[src/rtl/ex_issue_ctrl.sv]
// Execute-stage issue controller: registers one instruction into the execute unit, holds it for ALU_LAT
// (or DIV_CYCLES) edges, then presents the result; in_ready stays low until out_ready drains it.
module ex_issue_ctrl #(
  parameter int unsigned ALU_LAT    = 1,
  parameter int unsigned DIV_CYCLES = 32,
  parameter logic [5:0]  DIV_FUNCT  = 6'd27,
  parameter logic [5:0]  NOP_FUNCT  = 6'd0
) (
  input  logic        clk,
  input  logic        reset,
  input  logic        flush,
  input  logic        in_valid,
  output logic        in_ready,
  input  logic [31:0] in_dataA,
  input  logic [31:0] in_dataB,
  input  logic [5:0]  in_funct,
  input  logic [4:0]  in_rd,
  output logic [31:0] alu_dataA,
  output logic [31:0] alu_dataB,
  output logic [5:0]  alu_signal,
  input  logic [31:0] alu_dataOut,
  output logic        out_valid,
  input  logic        out_ready,
  output logic [31:0] out_result,
  output logic [4:0]  out_rd,
  output logic        out_wen
);

  typedef enum logic [1:0] {S_IDLE, S_EXEC, S_DIV, S_DONE} state_t;

  localparam logic [5:0] ALU_CNT = 6'(ALU_LAT - 1);
  localparam logic [5:0] DIV_CNT = 6'(DIV_CYCLES - 1);

  state_t      state_q, state_d;
  logic [5:0]  cnt_q, cnt_d;
  logic        flush_pend_q, flush_pend_d;
  logic [31:0] dataA_q, dataA_d;
  logic [31:0] dataB_q, dataB_d;
  logic [5:0]  signal_q, signal_d;
  logic [4:0]  rd_q, rd_d;
  logic [31:0] result_q, result_d;
  logic [4:0]  out_rd_q, out_rd_d;
  logic        wen_q, wen_d;
  logic        valid_q, valid_d;
  logic        accept;

  assign accept = (state_q == S_IDLE) && in_valid && !flush;

  always_ff @(posedge clk or negedge reset) begin
    if (!reset) begin
      state_q      <= S_IDLE;
      cnt_q        <= '0;
      flush_pend_q <= 1'b0;
    end else begin
      state_q      <= state_d;
      cnt_q        <= cnt_d;
      flush_pend_q <= flush_pend_d;
    end
  end

  always_comb begin
    state_d      = state_q;
    cnt_d        = cnt_q;
    flush_pend_d = flush_pend_q;
    case (state_q)
      S_IDLE: begin
        flush_pend_d = 1'b0;
        if (accept) begin
          if (in_funct == DIV_FUNCT) begin
            state_d = S_DIV;
            cnt_d   = DIV_CNT;
          end else begin
            state_d = S_EXEC;
            cnt_d   = ALU_CNT;
          end
        end
      end
      S_EXEC: begin
        if (flush)              state_d = S_IDLE;
        else if (cnt_q == 6'd0) state_d = S_DONE;
        else                    cnt_d   = cnt_q - 6'd1;
      end
      // The divider cannot be aborted: a flush only decides where we land once it finishes.
      S_DIV: begin
        if (cnt_q == 6'd0) begin
          state_d = (flush_pend_q || flush) ? S_IDLE : S_DONE;
        end else begin
          cnt_d = cnt_q - 6'd1;
          if (flush) flush_pend_d = 1'b1;
        end
      end
      S_DONE: begin
        if (flush || out_ready) state_d = S_IDLE;
      end
      default: state_d = S_IDLE;
    endcase
  end

  always_comb begin
    dataA_d  = dataA_q;
    dataB_d  = dataB_q;
    signal_d = signal_q;
    rd_d     = rd_q;
    result_d = result_q;
    out_rd_d = out_rd_q;
    wen_d    = wen_q;
    valid_d  = valid_q;
    if (accept) begin
      dataA_d  = in_dataA;
      dataB_d  = in_dataB;
      signal_d = in_funct;
      rd_d     = in_rd;
    end
    if ((state_q == S_EXEC || state_q == S_DIV) && state_d != state_q) signal_d = NOP_FUNCT;
    if (state_q == S_EXEC && state_d == S_DONE) begin
      result_d = alu_dataOut;
      wen_d    = 1'b1;
      out_rd_d = rd_q;
      valid_d  = 1'b1;
    end
    if (state_q == S_DIV && state_d == S_DONE) begin
      result_d = '0;
      wen_d    = 1'b0;
      out_rd_d = rd_q;
      valid_d  = 1'b1;
    end
    if (state_q == S_DONE && state_d == S_IDLE) valid_d = 1'b0;
  end

  always_ff @(posedge clk or negedge reset) begin
    if (!reset) begin
      dataA_q  <= '0;
      dataB_q  <= '0;
      signal_q <= NOP_FUNCT;
      rd_q     <= '0;
      result_q <= '0;
      out_rd_q <= '0;
      wen_q    <= 1'b0;
      valid_q  <= 1'b0;
    end else begin
      dataA_q  <= dataA_d;
      dataB_q  <= dataB_d;
      signal_q <= signal_d;
      rd_q     <= rd_d;
      result_q <= result_d;
      out_rd_q <= out_rd_d;
      wen_q    <= wen_d;
      valid_q  <= valid_d;
    end
  end

  assign in_ready   = (state_q == S_IDLE);
  assign alu_dataA  = dataA_q;
  assign alu_dataB  = dataB_q;
  assign alu_signal = signal_q;
  assign out_valid  = valid_q;
  assign out_result = result_q;
  assign out_rd     = out_rd_q;
  assign out_wen    = wen_q;

endmodule

[config.mk]
export PLATFORM = sky130hd
export DESIGN_NAME = ex_issue_ctrl
export DESIGN_NICKNAME = d
export VERILOG_FILES = /design/src/rtl/ex_issue_ctrl.sv
export SDC_FILE = /design/constraint.sdc
export NUM_CORES = 1
export LEC_CHECK = 0
export ABC_AREA = 1
export CAP_MARGIN = 20
export CORE_ASPECT_RATIO = 0.75
export CORE_MARGIN = 5
export CORE_UTILIZATION = 45
export DETAILED_ROUTE_END_ITERATION = 6
export PLACE_DENSITY_LB_ADDON = 0.12
export SETUP_SLACK_MARGIN = 0.5
export SLEW_MARGIN = 20
export SYNTH_ARGS = -nofsm -noshare
export SYNTH_HDL_FRONTEND = slang
export SYNTH_SLANG_ARGS = --single-unit
[constraint.sdc]
create_clock -name clk -period 5.56 [get_ports clk]
set_input_delay 0.556 -clock clk [delete_from_list [all_inputs] [get_ports clk]]
set_output_delay 0.556 -clock clk [all_outputs]
set_load 0.005 [all_outputs]
==> metrics.txt, run 1 <==
run status=finished, final reports clean; drt pass-1 iters=5; initial antenna violation count=0; Worst Path Required=5.85 ns; Synth Instances=581; Multi-input gate area=1763 µm²; worst reg2reg setup slack=2.29 ns; setup TNS=0 ns; Hold Buf Count CTS=0; CP Capture Type=register; wire per inst=15.68 µm; RSZ-0062 raised after global routing=no; DRC violations left=0; sequential cell area=3078 µm²; Max Cap Viol=0; Final Setup Violations=0; fillers=794; I/O Buffers=221; largest net degree at the start of global routing=80; Synth Register Bits=123; Skew-Pair Late Insertion Delay=0.41 ns; H-tree depth=4; commonest non-fill, non-tap cells in the layout=nand2_1, clkdlybuf4s50_1, dfrtp_1; worst r2r path cells=8; Die H=101.8 µm; final hold vios=0; TritonCTS buffer count=17; layout overhead on the synthesized area=56.54%; Core Box Area=10980 µm²; fmax=305.5 MHz; Mapped Area=5059 µm²; clk slew on worst S/H paths=0.06 ns; Die W=132.4 µm; r2r startpoint=state_q[1]; warnings from Yosys=0; maximum vdd drop=0.2735 mV; die area=13480 µm²; Vias/cell=4.902; clk buf depth=2; worst setup margin=2.287 ns; GP Congestion=0.8435; post_cts resized=0; Final Cell Area=7919 µm²; Core Util, Final=0.7210; Tightest Pin Transition=1.021 ns; Initial Util=0.4606; CTS tree=yes; worst hold path type=input port to async pin; Power Density=530.8 nW/µm²; Final min period=3.273 ns; Final HPWL DP=10290 µm; leading cell type in the layout, fill and taps excluded=nand2_1; number of global-route vias before repair=4700; fin nets=914; crit path max fanout=79; Arrival @ worst endpoint=3.56 ns; dpl ws=2.059 ns; Total Routing Usage GR=0.2230; FF-to-FF End=rd_q[1]; number of routed nets with antenna violations=0; WL final=14880 µm; critical path class=register to register; leakage=3.911 nW; max-slew headroom at the worst pin=0.3185; number of placed I/O pins=222; DR vias=4652; Cell Area, Placed=7320 µm²; Post-Syn Nets=699; ant diodes=0; sequential fraction of the synthesis area=0.6085; Root Driver=clkbuf_16; Startpoint Class=register; Clock Skew=0.009830 ns; Post-CTS Setup Bufs=0; Site Rows=33; mean post-synth cell area=8.707 µm²; count of cell types in the netlist=29; total congestion overflow=0; clk sinks=123; DRT iter0 DRCs=311; period utilization=0.5886; share of layout cells above drive strength 1=0.05439; Final Max Tran Viols=0; first-pass GRT wire length=23690 µm
[metal layers]
| layer | GRT usage | share of wire | vias up |
|---|---|---|---|
| li1 | - | - | 2244 |
| met1 | 0.2680 | 0.40 | 2161 |
| met2 | 0.3461 | 0.45 | 229 |
| met3 | 0.1245 | 0.13 | 18 |
| met4 | 0.07109 | 0.018 | 0 |
| met5 | 0 | 0 | - |
[cells in the mapped netlist]
master    number  area (µm²)
buf_4          1       7.510
mux2i_1        4       40.04
nor2_4         2       22.52
clkinv_1       1       3.750
or2_2          1       6.260
o21a_1         1       7.510
xor2_1         1       8.760
o21ai_2        1       8.760
nand2_2        1       6.260
o21ai_0       12       60.06
buf_1          1       3.750
nand2_1      313        1175
clkbuf_1      18       67.56
nand3_1       40       200.2
inv_2          2       7.510
inv_1         18       67.56
dfrtp_1      123        3078
nand4_1        2       12.51
a21oi_1        9       45.04
or2_1          1       6.260
nor4_1         1       6.260
nor2_2         1       6.260
a22oi_1        4       30.03
o21bai_1       1       7.510
buf_6          4       45.04
a31oi_1        2       12.51
buf_2          3       15.01
nor2_1         7       26.28
ha_1           6       75.07
[per-stage QoR]
step / hold slack [ns] / total power, mW / std cells
final: 0.1754 / 4.203 / 949
after global routing: 0.2426 / 4.474 / 949
after CTS: 0.2102 / 4.240 / 949
after detailed placement: 0.4587 / 3.114 / 917
after global placement: 0.4517 / 3.060 / 917
after floorplan: 0.2604 / 2.090 / 581
[registers in the layout (all words and copies together), names as in the netlist]
signal,flops
flush_pend_q,1
out_valid,1
out_rd,5
cnt_q,6
out_result,32
rd_q,5
state_q,2
out_wen,1
alu_dataB,32
alu_signal,6
alu_dataA,32
[layout make-up]
cell class | count | area share
clock inverters | 11 | 0.01485
flip-flops and latches | 123 | 0.3887
clock buffers | 21 | 0.06067
multi-input cells | 410 | 0.2226
well taps | 140 | 0.02212
inverters | 21 | 0.01011
repair buffers | 223 | 0.2809
[cells by family after synthesis]
family                   count (synthesis)  share of synthesized area
XOR/XNOR                                 1                   0.001732
flip-flops                             123                     0.6085
adder cells (fa/ha/maj)                  6                    0.01484
AO/OA/AOI/OAI                           30                    0.03389
AND/OR/NAND/NOR                        369                     0.2901
multiplexers                             4                   0.007915
buffers and inverters                   48                    0.04303
[power breakdown]
part	switching (mW)	internal (mW)	total (mW)	leakage, nW
logic	0.688	0.891	1.58	2.04
registers	0.236	1.29	1.53	1.58
clock network	0.391	0.703	1.09	0.283
total	1.32	2.89	4.20	3.91
[critical path: stages (launching register included)]
cell	delay, ns
dfrtp_1	0.45
inv_1	0.18
ha_1	0.23
nand2_1	0.11
nor2_4	0.12
buf_4	0.65
clkinv_2	0.98
nand2_1	0.28
nand2_1	0.08
[how the worst max path moves through the flow]
| stage | start | to | slack, ns | cells past startpoint |
|---|---|---|---|---|
| finish | state_q[1] | rd_q[1] | 2.29 | 8 |
| global route | state_q[1] | alu_dataB[14] | 1.92 | 8 |
| CTS | state_q[1] | out_result[23] | 2.41 | 13 |
| detailed placement | flush | out_result[23] | 2.06 | 12 |
| global placement | flush | out_rd[0] | 2.24 | 12 |
| floorplan | state_q[0] | out_result[17] | 3.52 | 15 |
No activity file was read; power rests on OpenSTA's default activity.
==> run 2, diff against run 1 <==
--- a/config.mk
+++ b/config.mk
@@ -9,7 +9,7 @@
 export CAP_MARGIN = 20
 export CORE_ASPECT_RATIO = 0.75
 export CORE_MARGIN = 5
-export CORE_UTILIZATION = 45
+export CORE_UTILIZATION = 38
 export DETAILED_ROUTE_END_ITERATION = 6
 export PLACE_DENSITY_LB_ADDON = 0.12
 export SETUP_SLACK_MARGIN = 0.5
==> constraint.sdc (replaced) <==
create_clock -name clk -period 2.9 [get_ports clk]
set_input_delay 0.29 -clock clk [delete_from_list [all_inputs] [get_ports clk]]
set_output_delay 0.29 -clock clk [all_outputs]
set_load 0.005 [all_outputs]
==> metrics.txt, run 2 (same netlist as run 1, synthesis figures left out) <==
run status=finished, final reports clean; Non-Filler Instances=987 (+4.0%); number of global-route vias before repair=4671 (-0.62%); GP Congestion=0.8403 (-0.38%); Vias/cell=4.673 (-4.7%); Skew-Pair Late Insertion Delay=0.41 ns (about the same); critical path class=register to register; WL final=14840 µm (-0.26%); Tightest Pin Transition=0.6324 ns (-0.3888 ns); Core Box Area=13020 µm² (+19%); Final min period=2.240 ns (-1.033 ns); Startpoint Class=register; fin nets=921 (+0.77%); Flop pwr share=0.361 (-0.003); Crit path top cell by count=nand2_1; Switching Share=0.3055 (-0.007381); final hold vios=0 (unchanged); first-pass GRT wire length=23040 µm (-2.8%); CTS tree=yes; uppermost layer routed=met4; part of the power in combinational logic=0.371 (-0.005); Post-Place Cells=952 (+3.8%); clk buf depth=2 (unchanged); commonest non-fill, non-tap cells in the layout=nand2_1, clkdlybuf4s50_1, dfrtp_1; Site Rows=36 (+9.1%); DRC violations left=0 (unchanged); Max Cap Viol=0 (unchanged); Die H=109.9 µm (+8.0%); die area=15740 µm² (+17%); Final Max Tran Viols=0 (unchanged); Clock Skew=0.01098 ns (+0.001153 ns); Power Total=8.166 mW (+94%); Int Power=5.671 mW (+96%); maximum vdd drop=0.6113 mV (+120%); max-slew headroom at the worst pin=0.5784 (+0.2600); wire per inst=15.04 µm (-4.1%); layout overhead on the synthesized area=59.66%; RSZ-0062 raised after global routing=no; Final HPWL DP=10340 µm (+0.43%); detailed-routing wirelength on met1=6175 µm (+3.6%); Initial Util=0.3886 (-0.07198); Die W=143.2 µm (+8.2%); clk sinks=123 (unchanged); period utilization=0.7724 (+0.1838); DRT iter0 DRCs=242 (-22%); clock share of power=0.269 (+0.009); H-tree depth=4 (unchanged); met3 WL=1788 µm (-7.9%); Arrival @ worst endpoint=2.59 ns (-0.97 ns); TritonCTS buffer count=17 (unchanged); Worst Path Required=3.25 ns (-2.60 ns); Cell Area, Placed=7426 µm² (+1.5%); total congestion overflow=0 (unchanged); Worst path slowest cell=dfrtp_1; Root Driver=clkbuf_16; critical path, cell by cell=inv_1 > ha_1 > nand2_1 > nor2_4 > buf_4 > o21ai_0 > nand2_1 > nand2_2 > o21ai_2 > nor2_4 > inv_4 > nand2_1 > nand2_1; Crit path largest cell delay=0.42 ns (-0.56 ns); worst reg2reg setup slack=0.66 ns (-1.63 ns); ant diodes=0 (unchanged); largest net degree at the start of global routing=79 (-1.3%); leading cell type in the layout, fill and taps excluded=nand2_1; worst hold path type=input port to async pin; fillers=1079 (+36%); leakage=3.972 nW (+1.6%); I/O Buffers=221 (unchanged); Total Routing Usage GR=0.1890 (-0.03398); number of routed nets with antenna violations=0 (unchanged); Power Density=1011 nW/µm² (+90%); Final Cell Area=8077 µm² (+2.0%); crit path max fanout=38 (-52%); share of layout cells above drive strength 1=0.06005 (+0.005661); sw power=2.495 mW (+90%); Final Setup Violations=0 (unchanged); DR vias=4612 (-0.86%); setup TNS=0 ns (unchanged); clk slew on worst S/H paths=0.06 ns (about the same); number of placed I/O pins=222 (unchanged); fmax=446.4 MHz (+46%); CP Capture Type=register; drt pass-1 iters=4 (-1); initial antenna violation count=0 (unchanged); metal2 WL=6691 µm (-0.28%)
==> run 2: through the flow <==
| stage | utilization | setup WS, ns | hold WS (ns) |
|---|---|---|---|
| after floorplan | - | 0.8610 | -0.005591 |
| final | 0.6204 | 0.6599 | 0.4161 |
| after CTS | 0.6201 | 0.5550 | 0.3994 |
| after detailed placement | 0.5705 | 0.2986 | 0.3439 |
| after global placement | 0.5705 | 0.4483 | 0.3352 |
| after global routing | 0.6204 | 0.5133 | 0.4066 |
==> run 2: repair_timing <==
item,CTS,global route
gates resized for setup,1,2
endpoints found under the setup margin,39,34
hold endpoints to repair,45,0
hold buffers,1,0
setup buffers,2,0
pin swaps,1,0
==> run 2: power groups by stage <==
stage | sequential [mW] | clock [mW] | combinational [mW]
2_1_floorplan | 2.95 | 0 | 1.06
3_3_place_gp | 2.93 | 0 | 2.98
3_5_place_dp | 2.94 | 0 | 3.05
4_1_cts | 2.95 | 2.24 | 3.08
5_1_grt | 3.04 | 2.32 | 3.36
6_report | 2.94 | 2.20 | 3.03
==> run 2: layer usage <==
layer,track usage,vias to the layer above
met4,0.06384,0
li1,-,2257
met5,0,-
met3,0.09478,17
met1,0.2275,2155
met2,0.2969,183
==> run 2: worst max-delay path, delay by kind of cell, from the launching register on <==
| family | cells | cell delay, ns |
|---|---|---|
| simple gates | 7 | 0.73 |
| buf+inv | 3 | 0.62 |
| flops | 1 | 0.42 |
| fa+ha+maj | 1 | 0.23 |
| compound gates | 2 | 0.18 |
==> run 2: final cells by class <==
type                       count  area (µm²)  area share
clock inverter                12       171.4     0.02122
timing repair buffer         230        2321      0.2874
tap                          171       214.0     0.02649
clock buffer                  20       446.7     0.05531
multi-input combinational    410        1763      0.2183
inverter                      21       81.33     0.01007
sequential                   123        3079      0.3813
==> run 2: final timing paths <==
kind	from	endpoint	depth (start not counted)
max	state_q[1]	out_result[7]	13
min	reset	alu_dataA[22]	2
max reg2reg	state_q[1]	out_result[7]	13
min reg2reg	out_wen	out_wen	2
max in group asynchronous	reset	state_q[0]	3
min in group clk	in_dataA[16]	alu_dataA[16]	3
==> run 3, diff against run 2 <==
--- a/config.mk
+++ b/config.mk
@@ -9,7 +9,7 @@
 export CAP_MARGIN = 20
 export CORE_ASPECT_RATIO = 0.75
 export CORE_MARGIN = 5
-export CORE_UTILIZATION = 38
+export CORE_UTILIZATION = 42
 export DETAILED_ROUTE_END_ITERATION = 6
 export PLACE_DENSITY_LB_ADDON = 0.12
 export SETUP_SLACK_MARGIN = 0.5
==> constraint.sdc (replaced) <==
create_clock -name clk -period 2.2 [get_ports clk]
set_input_delay 0.22 -clock clk [delete_from_list [all_inputs] [get_ports clk]]
set_output_delay 0.22 -clock clk [all_outputs]
set_load 0.005 [all_outputs]
==> metrics.txt, run 3 (same netlist as run 1, synthesis figures left out) <==
Hold Path Sink=alu_dataB[25]; Switching Share=0.3224 (+0.01690); leading cell type in the layout, fill and taps excluded=nand2_1; Final min period=2.036 ns (-0.2043 ns); final hold vios=0 (unchanged); setup TNS=0 ns (unchanged); Root Driver=clkbuf_16; Worst Hold Launch=in_dataB[25]; Final Max Tran Viols=0 (unchanged); r2r startpoint=state_q[1]; Site Rows=34 (-5.6%); Crit path largest cell delay=0.40 ns (-0.02 ns); Worst Path Required=2.49 ns (-0.76 ns); total congestion overflow=0 (unchanged); Multi-input gate area=1893 µm² (+7.4%); number of global-route vias before repair=4886 (+4.6%); Core Box Area=11700 µm² (-10%); worst reg2reg setup slack=0.16 ns (-0.50 ns); I/O Buffers=221 (unchanged); dpl ws=0.001822 ns (-0.2968 ns); maximum vdd drop=0.7399 mV (+21%); CP Capture Type=register; Flop pwr share=0.338 (-0.023); first-pass GRT wire length=25100 µm (+8.9%); H-tree depth=4 (unchanged); number of placed I/O pins=222 (unchanged); Worst path slowest cell=dfrtp_1; Power Total=11.45 mW (+40%); Cell Area, Placed=7500 µm² (+0.99%); sw power=3.693 mW (+48%); layout overhead on the synthesized area=70.71%; Crit path top cell by count=nand2_1; number of routed nets with antenna violations=0 (unchanged); leakage=4.251 nW (+7.0%); FF-to-FF End=out_result[18]; Core Util, Final=0.7382 (+0.1177); Startpoint Class=register; crit path max fanout=29 (-24%); DR vias=4975 (+7.9%); period utilization=0.9254 (+0.1529); Clock Skew=0.008757 ns (-0.002226 ns); Die H=105.0 µm (-4.4%); Power Density=1326 nW/µm² (+31%); fillers=808 (-25%); clock share of power=0.247 (-0.022); part of the power in combinational logic=0.415 (+0.044); clk slew on worst S/H paths=0.06 ns (about the same); RSZ-0062 raised after global routing=yes; Hold Path Depth=3; drt pass-1 iters=5 (+1); fmax=491.2 MHz (+10%); WL final=17070 µm (+15%); Non-Filler Instances=1015 (+2.8%); Final Cell Area=8636 µm² (+6.9%); Max Cap Viol=0 (unchanged); commonest non-fill, non-tap cells in the layout=nand2_1, clkdlybuf4s50_1, dfrtp_1; critical path class=register to register; die area=14360 µm² (-8.8%); DRC violations left=0 (unchanged); Final HPWL DP=10610 µm (+2.6%); CTS tree=yes; Arrival @ worst endpoint=2.33 ns (-0.26 ns); fin nets=959 (+4.1%); DRT iter0 DRCs=429 (+77%); GP Congestion=0.8487 (+1.0%); TritonCTS buffer count=17 (unchanged); sequential cell area=3078 µm² (about the same); Initial Util=0.4324 (+0.04381); clk sinks=123 (unchanged); Skew-Pair Late Insertion Delay=0.41 ns (about the same); Post-Place Cells=950 (-0.21%); Die W=136.7 µm (-4.5%); clk buf depth=2 (unchanged); Vias/cell=4.901 (+4.9%); worst r2r path cells=14 (+1); ant diodes=0 (unchanged); Int Power=7.761 mW (+37%); run status=finished, final reports clean; Final Setup Violations=0 (unchanged); final hold slack=0.3506 ns (-0.06555 ns); max-slew headroom at the worst pin=0.4775 (-0.1010); share of layout cells above drive strength 1=0.1348 (+0.07477); Total Routing Usage GR=0.2208 (+0.03179); largest net degree at the start of global routing=59 (-25%); initial antenna violation count=0 (unchanged); Tightest Pin Transition=0.7838 ns (+0.1514 ns); worst setup margin=0.1642 ns (-0.4957 ns); wire per inst=16.82 µm (+12%); crit path from=state_q[1]; worst hold path type=input port to register; critical path, cell by cell=inv_2 > ha_4 > nand2_2 > nor2_4 > nand4_1 > o21ai_1 > nand2_1 > nand2_2 > o21ai_2 > nor2_4 > inv_2 > buf_12 > nand2_1 > nand2_1
[run 3: changes by cell type in the layout (fill, tap and decap cells not counted), sizes merged]
cell / delta
clkdlybuf4s50: -1
dlygate4sd2: +1
clkinv: +2
bufbuf: +2
clkinvlp: -1
inv: +2
bufinv: -1
buf: +33
[run 3: cell type report]
class / count / share of cell area
tap: 162 / 0.02347
clock inverter: 14 / 0.01999
timing repair buffer: 268 / 0.3219
multi-input combinational: 410 / 0.2192
sequential: 123 / 0.3564
clock buffer: 17 / 0.04926
inverter: 21 / 0.009707
[run 3: how the worst max path moves through the flow]
stage | to | slack [ns] | depth (start not counted)
2_1_floorplan | out_result[17] | 0.23 | 15
3_3_place_gp | out_result[15] | 0.08 | 12
3_5_place_dp | out_result[15] | 0.002 | 13
4_1_cts | out_result[15] | 0.25 | 14
5_1_grt | out_result[2] | 0.02 | 13
6_report | out_result[18] | 0.16 | 14
[run 3: worst max-delay path, delay by kind of cell, from the launching register on]
kind / cells / cell delay [ns]
simple gates: 8 / 0.84
buf+inv: 3 / 0.35
fa+ha+maj: 1 / 0.15
flops: 1 / 0.40
compound gates: 2 / 0.17
[run 3: power by group through the flow]
stage	Sequential [mW]	Combinational [mW]	Clock, mW
after floorplan	3.89	1.43	0
after global placement	3.83	3.98	0
after detailed placement	3.85	4.11	0
after CTS	3.86	4.39	2.87
after global routing	4.00	5.18	2.99
final	3.87	4.75	2.83
[run 3: timing repair]
action	CTS	global route
setup endpoints to repair	121	120
resized for setup	19	32
hold buffers	1	0
endpoints found under the hold margin	56	0
gates cloned	2	6
pin swaps	6	3
setup buffers	14	11
[run 3: per-layer routing]
layer / GRT usage / wire, µm
met5: 0 / 0
met1: 0.2867 / 6972
met4: 0.07266 / 267
met3: 0.07493 / 1622
met2: 0.3477 / 8208
